### config.mk
export PLATFORM = sky130hd
export DESIGN_NAME = floor_req_queue_flat
export DESIGN_NICKNAME = d
export VERILOG_FILES = /design/src/rtl/floor_req_queue_if.sv /design/src/rtl/floor_req_queue.sv /design/src/flat_wrapper.sv
export SDC_FILE = /design/constraint.sdc
export NUM_CORES = 1
export LEC_CHECK = 0
export CAP_MARGIN = 20
export CORE_ASPECT_RATIO = 0.8
export CORE_MARGIN = 8
export CORE_UTILIZATION = 55
export CTS_BUF_LIST = sky130_fd_sc_hd__clkbuf_16
export DETAILED_ROUTE_END_ITERATION = 7
export PLACE_DENSITY = 0.77
export SYNTH_ARGS = -nofsm -noshare
export SYNTH_HDL_FRONTEND = slang
export SYNTH_SLANG_ARGS = --single-unit
### constraint.sdc
create_clock -name i_clock -period 4.4 [get_ports i_clock]
set_input_delay 0.66 -clock i_clock [delete_from_list [all_inputs] [get_ports i_clock]]
set_output_delay 0.66 -clock i_clock [all_outputs]
set_load 0.03 [all_outputs]
### src/rtl/floor_req_queue_if.sv
// Request/response bundle between the call-button encoder, the floor queue and the
// motion controller. clk and rst stay as plain ports on the queue.
interface floor_req_queue_if #(
    parameter int unsigned pFLOOR_WIDTH = 4,
    parameter int unsigned pPTR_WIDTH   = 4
);
    logic [pFLOOR_WIDTH-1:0] i_wr_data;
    logic                    i_wr_en;
    logic                    i_rd_en;
    logic                    i_clr_err;
    logic [pFLOOR_WIDTH-1:0] o_rd_data;
    logic                    o_rd_valid;
    logic [pPTR_WIDTH:0]     o_count;
    logic                    o_empty;
    logic                    o_full;
    logic                    o_almost_full;
    logic                    o_dup_drop;
    logic                    o_overflow;
    logic                    o_underflow;

    modport master (
        output i_wr_data, i_wr_en, i_rd_en, i_clr_err,
        input  o_rd_data, o_rd_valid, o_count, o_empty, o_full, o_almost_full,
               o_dup_drop, o_overflow, o_underflow
    );

    modport slave (
        input  i_wr_data, i_wr_en, i_rd_en, i_clr_err,
        output o_rd_data, o_rd_valid, o_count, o_empty, o_full, o_almost_full,
               o_dup_drop, o_overflow, o_underflow
    );
endinterface

### src/rtl/floor_req_queue.sv
// Floor-request FIFO with full-depth occupancy, registered read port, occupancy
// status, sticky overflow/underflow flags and optional duplicate-floor suppression.
module floor_req_queue #(
    parameter int unsigned pFLOOR_WIDTH = 4,
    parameter int unsigned pDEPTH       = 16,
    parameter int unsigned pPTR_WIDTH   = 4,
    parameter int unsigned pALMOST_FULL = 14,
    parameter int unsigned pDEDUP       = 1
) (
    input  logic             i_clock,
    input  logic             i_rst,
    floor_req_queue_if.slave bus
);
    localparam int unsigned CntW = pPTR_WIDTH + 1;
    localparam logic [CntW-1:0] CntFull  = CntW'(pDEPTH);
    localparam logic [CntW-1:0] CntAfull = CntW'(pALMOST_FULL);

    logic [pFLOOR_WIDTH-1:0] mem [pDEPTH];

    logic [pPTR_WIDTH-1:0]   wr_ptr_q, wr_ptr_d;
    logic [pPTR_WIDTH-1:0]   rd_ptr_q, rd_ptr_d;
    logic [CntW-1:0]         count_q, count_d;
    logic [pFLOOR_WIDTH-1:0] rd_data_q, rd_data_d;
    logic                    rd_valid_q, rd_valid_d;
    logic                    dup_drop_q, dup_drop_d;
    logic                    overflow_q, overflow_d;
    logic                    underflow_q, underflow_d;

    logic                    is_dup;
    logic                    rd_acc;
    logic                    wr_acc;
    logic [pPTR_WIDTH-1:0]   ofs;

    // An entry is occupied when its distance from the read pointer is below the count,
    // so the head being read this cycle still counts as a duplicate target.
    always_comb begin
        is_dup = 1'b0;
        ofs    = '0;
        if (pDEDUP != 0) begin
            for (int unsigned i = 0; i < pDEPTH; i++) begin
                ofs = i[pPTR_WIDTH-1:0] - rd_ptr_q;
                if (({1'b0, ofs} < count_q) && (mem[i[pPTR_WIDTH-1:0]] == bus.i_wr_data)) begin
                    is_dup = 1'b1;
                end
            end
        end
    end

    always_comb begin
        rd_acc      = bus.i_rd_en && (count_q != '0);
        wr_acc      = bus.i_wr_en && !is_dup && ((count_q != CntFull) || rd_acc);
        wr_ptr_d    = wr_acc ? wr_ptr_q + 1'b1 : wr_ptr_q;
        rd_ptr_d    = rd_acc ? rd_ptr_q + 1'b1 : rd_ptr_q;
        rd_data_d   = rd_acc ? mem[rd_ptr_q] : rd_data_q;
        rd_valid_d  = rd_acc;
        dup_drop_d  = bus.i_wr_en && is_dup;
        count_d     = count_q;
        unique case ({wr_acc, rd_acc})
            2'b10:   count_d = count_q + 1'b1;
            2'b01:   count_d = count_q - 1'b1;
            default: count_d = count_q;
        endcase
        // A set in the same cycle as a clear wins.
        overflow_d  = (bus.i_wr_en && !is_dup && (count_q == CntFull) && !rd_acc) ||
                      (overflow_q && !bus.i_clr_err);
        underflow_d = (bus.i_rd_en && (count_q == '0)) || (underflow_q && !bus.i_clr_err);
    end

    always_ff @(posedge i_clock or posedge i_rst) begin
        if (i_rst) begin
            wr_ptr_q    <= '0;
            rd_ptr_q    <= '0;
            count_q     <= '0;
            rd_data_q   <= '0;
            rd_valid_q  <= 1'b0;
            dup_drop_q  <= 1'b0;
            overflow_q  <= 1'b0;
            underflow_q <= 1'b0;
        end else begin
            wr_ptr_q    <= wr_ptr_d;
            rd_ptr_q    <= rd_ptr_d;
            count_q     <= count_d;
            rd_data_q   <= rd_data_d;
            rd_valid_q  <= rd_valid_d;
            dup_drop_q  <= dup_drop_d;
            overflow_q  <= overflow_d;
            underflow_q <= underflow_d;
        end
    end

    always_ff @(posedge i_clock) begin
        if (wr_acc) begin
            mem[wr_ptr_q] <= bus.i_wr_data;
        end
    end

    assign bus.o_rd_data     = rd_data_q;
    assign bus.o_rd_valid    = rd_valid_q;
    assign bus.o_count       = count_q;
    assign bus.o_empty       = (count_q == '0);
    assign bus.o_full        = (count_q == CntFull);
    assign bus.o_almost_full = (count_q >= CntAfull);
    assign bus.o_dup_drop    = dup_drop_q;
    assign bus.o_overflow    = overflow_q;
    assign bus.o_underflow   = underflow_q;
endmodule
### src/flat_wrapper.sv
// flat-port wrapper written by rule: the top's interface ports become plain ports
module floor_req_queue_flat 
#(
    parameter int unsigned pFLOOR_WIDTH = 4,
    parameter int unsigned pDEPTH       = 16,
    parameter int unsigned pPTR_WIDTH   = 4,
    parameter int unsigned pALMOST_FULL = 14,
    parameter int unsigned pDEDUP       = 1
)
  (i_clock, i_rst, bus_i_wr_data, bus_i_wr_en, bus_i_rd_en, bus_i_clr_err, bus_o_rd_data, bus_o_rd_valid, bus_o_count, bus_o_empty, bus_o_full, bus_o_almost_full, bus_o_dup_drop, bus_o_overflow, bus_o_underflow);
  floor_req_queue_if #(.pFLOOR_WIDTH(pFLOOR_WIDTH), .pPTR_WIDTH(pPTR_WIDTH)) bus_i ();
  input  logic i_clock;
  input  logic i_rst;
  input wire logic [$bits(bus_i.i_wr_data)-1:0] bus_i_wr_data;
  input wire logic [$bits(bus_i.i_wr_en)-1:0] bus_i_wr_en;
  input wire logic [$bits(bus_i.i_rd_en)-1:0] bus_i_rd_en;
  input wire logic [$bits(bus_i.i_clr_err)-1:0] bus_i_clr_err;
  output wire logic [$bits(bus_i.o_rd_data)-1:0] bus_o_rd_data;
  output wire logic [$bits(bus_i.o_rd_valid)-1:0] bus_o_rd_valid;
  output wire logic [$bits(bus_i.o_count)-1:0] bus_o_count;
  output wire logic [$bits(bus_i.o_empty)-1:0] bus_o_empty;
  output wire logic [$bits(bus_i.o_full)-1:0] bus_o_full;
  output wire logic [$bits(bus_i.o_almost_full)-1:0] bus_o_almost_full;
  output wire logic [$bits(bus_i.o_dup_drop)-1:0] bus_o_dup_drop;
  output wire logic [$bits(bus_i.o_overflow)-1:0] bus_o_overflow;
  output wire logic [$bits(bus_i.o_underflow)-1:0] bus_o_underflow;
  assign bus_i.i_wr_data = bus_i_wr_data;
  assign bus_i.i_wr_en = bus_i_wr_en;
  assign bus_i.i_rd_en = bus_i_rd_en;
  assign bus_i.i_clr_err = bus_i_clr_err;
  assign bus_o_rd_data = bus_i.o_rd_data;
  assign bus_o_rd_valid = bus_i.o_rd_valid;
  assign bus_o_count = bus_i.o_count;
  assign bus_o_empty = bus_i.o_empty;
  assign bus_o_full = bus_i.o_full;
  assign bus_o_almost_full = bus_i.o_almost_full;
  assign bus_o_dup_drop = bus_i.o_dup_drop;
  assign bus_o_overflow = bus_i.o_overflow;
  assign bus_o_underflow = bus_i.o_underflow;
  floor_req_queue #(.pFLOOR_WIDTH(pFLOOR_WIDTH), .pDEPTH(pDEPTH), .pPTR_WIDTH(pPTR_WIDTH), .pALMOST_FULL(pALMOST_FULL), .pDEDUP(pDEDUP)) u_core (.i_clock(i_clock), .i_rst(i_rst), .bus(bus_i));
endmodule
* After elaboration in Yosys (flattened, before gate mapping)
Memories as Yosys holds them, arrays and structs flattened. A register that Yosys moved wholly into a read port is not among the register bits.
Index checks and enable logic that the tools add are counted.
** Storage, ports and cells
- Flip-flop bits (word level) :: 17
- Output and inout bits :: 16
- Logic and storage cells :: 118
- Memory bits (writable) :: 64
- Memories :: 1
- Bits of input ports :: 9
** Operators by class
- Multiplexer cells :: 19
- Add/sub/neg operators :: 20
- Equal/unequal tests :: 20
- Reduce and logical (&&, ||, !) cells :: 34
- Order comparisons :: 17
** Memories
- u_core.mem :: words 16, width 4, rd ports 17, clocked after memory_dff 1, wr ports 1, RTL line floor_req_queue.sv:18 : logic [pFLOOR_WIDTH-1:0] mem [pDEPTH];
** Operators with widths (number)
- < comparator 4 x 5 -> 1 bit :: 16
- equality test 4 bit :: 16
- subtractor 4 bit (first input constant) :: 8
- logical AND 1 bit :: 25
- 2-to-1 mux 1 bit :: 18
- subtractor 3 x 4 -> 4 bit (first input constant) :: 4
- case mux 5 bit (2 select lines) :: 1
- adder 4 x 1 -> 4 bit (second input constant) :: 2
- subtractor 1 x 4 -> 4 bit (first input constant) :: 2
- subtractor 2 x 4 -> 4 bit (first input constant) :: 2
- adder 5 x 1 -> 5 bit (second input constant) :: 1
- equality test 5 bit (second input constant) :: 1
- >= comparator 5 x 4 -> 1 bit (second input constant) :: 1
- zero test 5 bit :: 1
- != test 5 bit (second input constant) :: 1
- nonzero test 5 bit :: 1
- subtractor 5 x 1 -> 5 bit (second input constant) :: 1
- zero test 1 bit :: 3
- logical OR 1 bit :: 3
- equality test 2 x 1 -> 1 bit (second input constant) :: 1
- equality test 2 bit (second input constant) :: 1
- nonzero test 2 bit :: 1

* Depth between registers and ports, before layout
Gate-level depths: netlist (run 1).
- Depth after elaboration :: 24
- Depth in mapped cells :: 25
- Gate-level depth less buffers :: 21

* Least setup slack after synthesis (run 1)
OpenSTA, ideal clock, no wires.
- Path type :: reg2reg
- From :: register u_core.rd_ptr_q[1]
- To :: register u_core.count_q[4], in the netlist u_core.bus.o_count[4]
- Library setup time :: 126 ps
- Data required time :: 4274 ps
- Path buffers :: 4
- Data arrival time :: 4378 ps
- Slack :: -104 ps
- Cell stages (with the launch flop) :: 26
- Cells stage by stage :: dfrtp_1 > clkbuf_1 > clkbuf_1 > inv_1 > ha_1 > xor2_1 > inv_1 > ha_1 > nand2_1 > o21ai_1 > a21oi_1 > o21ai_1 > o221ai_1 > nor4_4 > nand2_4 > buf_6 > ha_1 > clkbuf_1 > xor2_1 > ha_1 > inv_1 > o21ai_0 > o21ai_0 > a21oi_1 > nor2_1 > xnor2_1
** On the way
- Longest elaborated chain between the ends :: 24
- Elaborated cells on any way between the ends :: 71
- Those cells by class :: add/sub: 16; order compare: 16; eq/ne: 2; mux: 17; reduce/logical: 20
** Ends and longest elaborated chain
- start: declaration :: RTL line floor_req_queue.sv:21 : logic [pPTR_WIDTH-1:0] rd_ptr_q, rd_ptr_d;
- start signal: assignment :: RTL line floor_req_queue.sv:81 : rd_ptr_q <= rd_ptr_d;
- subtractor 1 x 4 -> 4 bit :: RTL line floor_req_queue.sv:41 : ofs = i[pPTR_WIDTH-1:0] - rd_ptr_q;
- < comparator 4 x 5 -> 1 bit :: RTL line floor_req_queue.sv:42 : if (({1'b0, ofs} < count_q) && (mem[i[pPTR_WIDTH-1:0]] == bus.i_wr_data)) begin
- logical AND 1 bit :: RTL line floor_req_queue.sv:42
- 2-to-1 mux 1 bit (15 in a row) :: RTL line floor_req_queue.sv:42
- 2-to-1 mux 1 bit * :: RTL line floor_req_queue.sv:42
- zero test 1 bit * :: RTL line floor_req_queue.sv:51 : wr_acc = bus.i_wr_en && !is_dup && ((count_q != CntFull) || rd_acc);
- logical AND 1 bit * (2 in a row) :: RTL line floor_req_queue.sv:51
- equality test 2 x 1 -> 1 bit or equality test 2 bit (tied branches) :: RTL line floor_req_queue.sv:58 : unique case ({wr_acc, rd_acc})
- case mux 5 bit (2 select lines) or nonzero test 2 bit (tied branches)
- end signal: assignment :: RTL line floor_req_queue.sv:82 : count_q <= count_d;
- end: declaration :: RTL line floor_req_queue.sv:22 : logic [CntW-1:0] count_q, count_d;
Every way passes the cells marked *; elsewhere a longest branch is shown, timed or not.
A chain may end at the register's enable or synchronous reset.

* Final worst setup path (run 1)
Same ends and word-level chain as after synthesis.

==> reports/summary.txt, run 1 <==
Clk Latency, worst-skew pair: 340 ps
DPL Wire Length: 8510 µm
Post-Syn Instances: 438
Filler Cell Count: 734
Syn Nets: 490
via count: 3,440
post-cts sizing count: 0
drt first pass iters: 4
Post-route DRC: 0
buffers added on ports: 24
Clock transition at path regs: 60 ps
initial antenna violation count: 0
post-layout net count: 517
Hold-fix buffers, CTS: 0
global-route wire length before repair: 18,800 µm
internal reg-to-reg setup slack: 490 ps
syn avg cell area: 12.2 µm²
clock buffer depth: 2
final core utilization: 62.8%
post-DR vias/cell: 5.84
reg2reg end: u_core.bus.o_count[4]
area delta synth->final: 12.4%
yosys warns: 0
Fin. Hold Viols: 0
commonest non-fill, non-tap cells in the layout: edfxtp_1 (64), xor2_1 (59), ha_1 (43), inv_1 (39), xnor2_1 (26)
area share of the largest cell type after synthesis: 36.0%
r2r worst-path depth: 21
core box area: 9570 µm²
clk_skew: 7.99 ps
Crit Path Max Fanout: 21
Hold Crit Depth: 1
Post-CTS Setup Repair Bufs: 0
total grt overflow: 0
power consumption: 4090 µW
Root Buffer: clkbuf_16
IO Pins: 25
diodes inserted: 0
sequential-to-total area share from yosys stat: 45.8%
Synth Cell Area: 5350 µm²
CP required: 4620 ps
predominant post-synthesis flop cell: edfxtp_1
RSZ-0062 raised after global routing: false
WS Path Type: flip-flop to flip-flop
synthesized flop and latch total: 85
CTS tree: built
period utilisation layout: 88.9%
crit path from: u_core.rd_ptr_q[1]
CP startpoint kind: flip-flop
vias in the first global route: 3,440
relative slew slack: 36.4%
status: finished clean
Final Setup Violations: 0
Cell variety after synth: 42
CTS buffer count: 9
Starting Density: 55.9%
Setup crit end: u_core.bus.o_count[4]
Die Area: 13,100 µm²
Sinks on Clock Net: 85
max-cap violation count: 0
setup total negative slack: 0 ps
die height: 104 µm
min Tclk post-route: 3910 ps
final WL: 11,400 µm
pin count of the biggest net entering global routing: 33
synth top area cells: edfxtp_1 (36%), ha_1 (10%), dfrtp_1 (9.8%)
GP Congestion: 0.868
Post-synth EDFFs: 64
area leader, netlist: edfxtp_1
Min-Delay Path Class: flip-flop to flip-flop
htree depth: 3
Pleak: 0.00232 µW
# rows: 32
CP endpoint kind: flip-flop
GR Util All Layers: 18.4%
RR Startpoint: u_core.rd_ptr_q[1]
PD cells: 680 nW/µm²
Max Slew Vio Count: 0
DRT antenna net count: 0
layout cells sized above 1: 12.8%
per-cell routed wire length: 19.4 µm
Achievable Freq: 256 MHz
CP arrival: 4130 ps
worst vdd rail ir drop: 0.322 mV
Worst-Margin Slew: 953 ps
Die X: 126 µm
Starting DRT DRC Count: 303
Post-synth ARST share: 24.7%
commonest non-fill, non-tap cell in the layout: edfxtp_1
## cell usage after synthesis (all sizes together), types with 7 or more instances
cell type	number
xnor2	26
nor4	18
nor3	14
mux4	20
o21ai	27
clkbuf	7
buf	14
dfrtp	21
a21oi	25
edfxtp	64
nand2	14
ha	43
xor2	59
inv	37
## metrics by stage
step	area, µm²	worst slack (ps)	std cells	hold WS [ps]
2_1_floorplan	5350	45.1	438	510
3_3_place_gp	5740	506	573	497
3_5_place_dp	5740	401	573	504
4_1_cts	6000	381	589	518
5_1_grt	6010	103	589	536
6_report	6010	486	589	517
## layout make-up
type	instances	area, µm²	area share [%]
Multi-Input combinational cell	294	2610	43.5
Tap cell	119	149	2.48
Clock buffer	9	225	3.75
Clock inverter	7	41.3	0.688
Inverter	38	143	2.38
Timing Repair Buffer	37	388	6.46
Sequential cell	85	2450	40.8
## where the power goes
group          switching [µW]  internal (µW)
clock network             304            379
logic                    1240            980
registers                 182            998
total                    1730           2360
## sequential cells by signal, summed over array words and instances (netlist names)
| name | flops |
|---|---|
| u_core.bus.o_rd_data | 4 |
| u_core.bus.o_count | 5 |
| u_core.bus.o_rd_valid | 1 |
| u_core.rd_ptr_q | 4 |
| u_core.bus.o_underflow | 1 |
| u_core.wr_ptr_q | 4 |
| u_core.bus.o_dup_drop | 1 |
| u_core.mem | 64 |
| u_core.bus.o_overflow | 1 |
## kinds of logic (layout without fill, tap and decap cells)
| family | Yosys count | in the layout | share of synthesized area [%] |
|---|---|---|---|
| buffers and inverters | 59 | 91 | 5.36 |
| and+or+nand+nor | 74 | 74 | 7.87 |
| xor gates and xnor gates | 85 | 85 | 13.9 |
| DFF | 85 | 85 | 45.8 |
| adders and majority gates | 43 | 43 | 10.1 |
| muxes | 26 | 26 | 9.69 |
| AOI/OAI and AO/OA | 66 | 66 | 7.30 |
## how the worst min path moves through the flow
stage,endpoint,from
3_3_place_gp,u_core.bus.o_rd_data[3],u_core.bus.o_rd_data[3]
4_1_cts,u_core.bus.o_rd_data[2],u_core.bus.o_rd_data[2]
2_1_floorplan,u_core.wr_ptr_q[0],u_core.wr_ptr_q[0]
3_5_place_dp,u_core.bus.o_rd_data[2],u_core.bus.o_rd_data[2]
5_1_grt,u_core.bus.o_rd_data[0],u_core.bus.o_rd_data[0]
6_report,u_core.bus.o_rd_data[2],u_core.bus.o_rd_data[2]
## metal layers
layer / part of all wire (%) / vias up / track usage, %
li1: - / 1630 / -
met1: 44 / 1684 / 24.7
met2: 46 / 106 / 27.8
met3: 7.0 / 20 / 4.71
met4: 2.8 / 0 / 7.71
met5: 0 / - / 0
## worst max-delay path: stages (launching register included)
cell and delay, ps:
dfrtp_1 370, buf_4 240, ha_1 240, xnor2_1 210
inv_1 70, ha_1 290, nand2_1 50, o21ai_1 240
a21oi_1 100, o21ai_0 180, nand3_1 180, a211oi_4 340
nand2_4 70, ha_1 230, xor2_1 140, ha_1 230
inv_1 50, o21ai_0 120, o21ai_0 100, a21oi_1 170
nor2_1 70, xnor2_1 120
No activity file was read; power rests on OpenSTA's default activity.
==> inputs of run 2 (changes only) <==
SKIP_LAST_GASP = 1   (was default)
SLEW_MARGIN = 0   (was default)
==> results of run 2 <==
Final layout, timing and power as in run 1 (identical DEF).
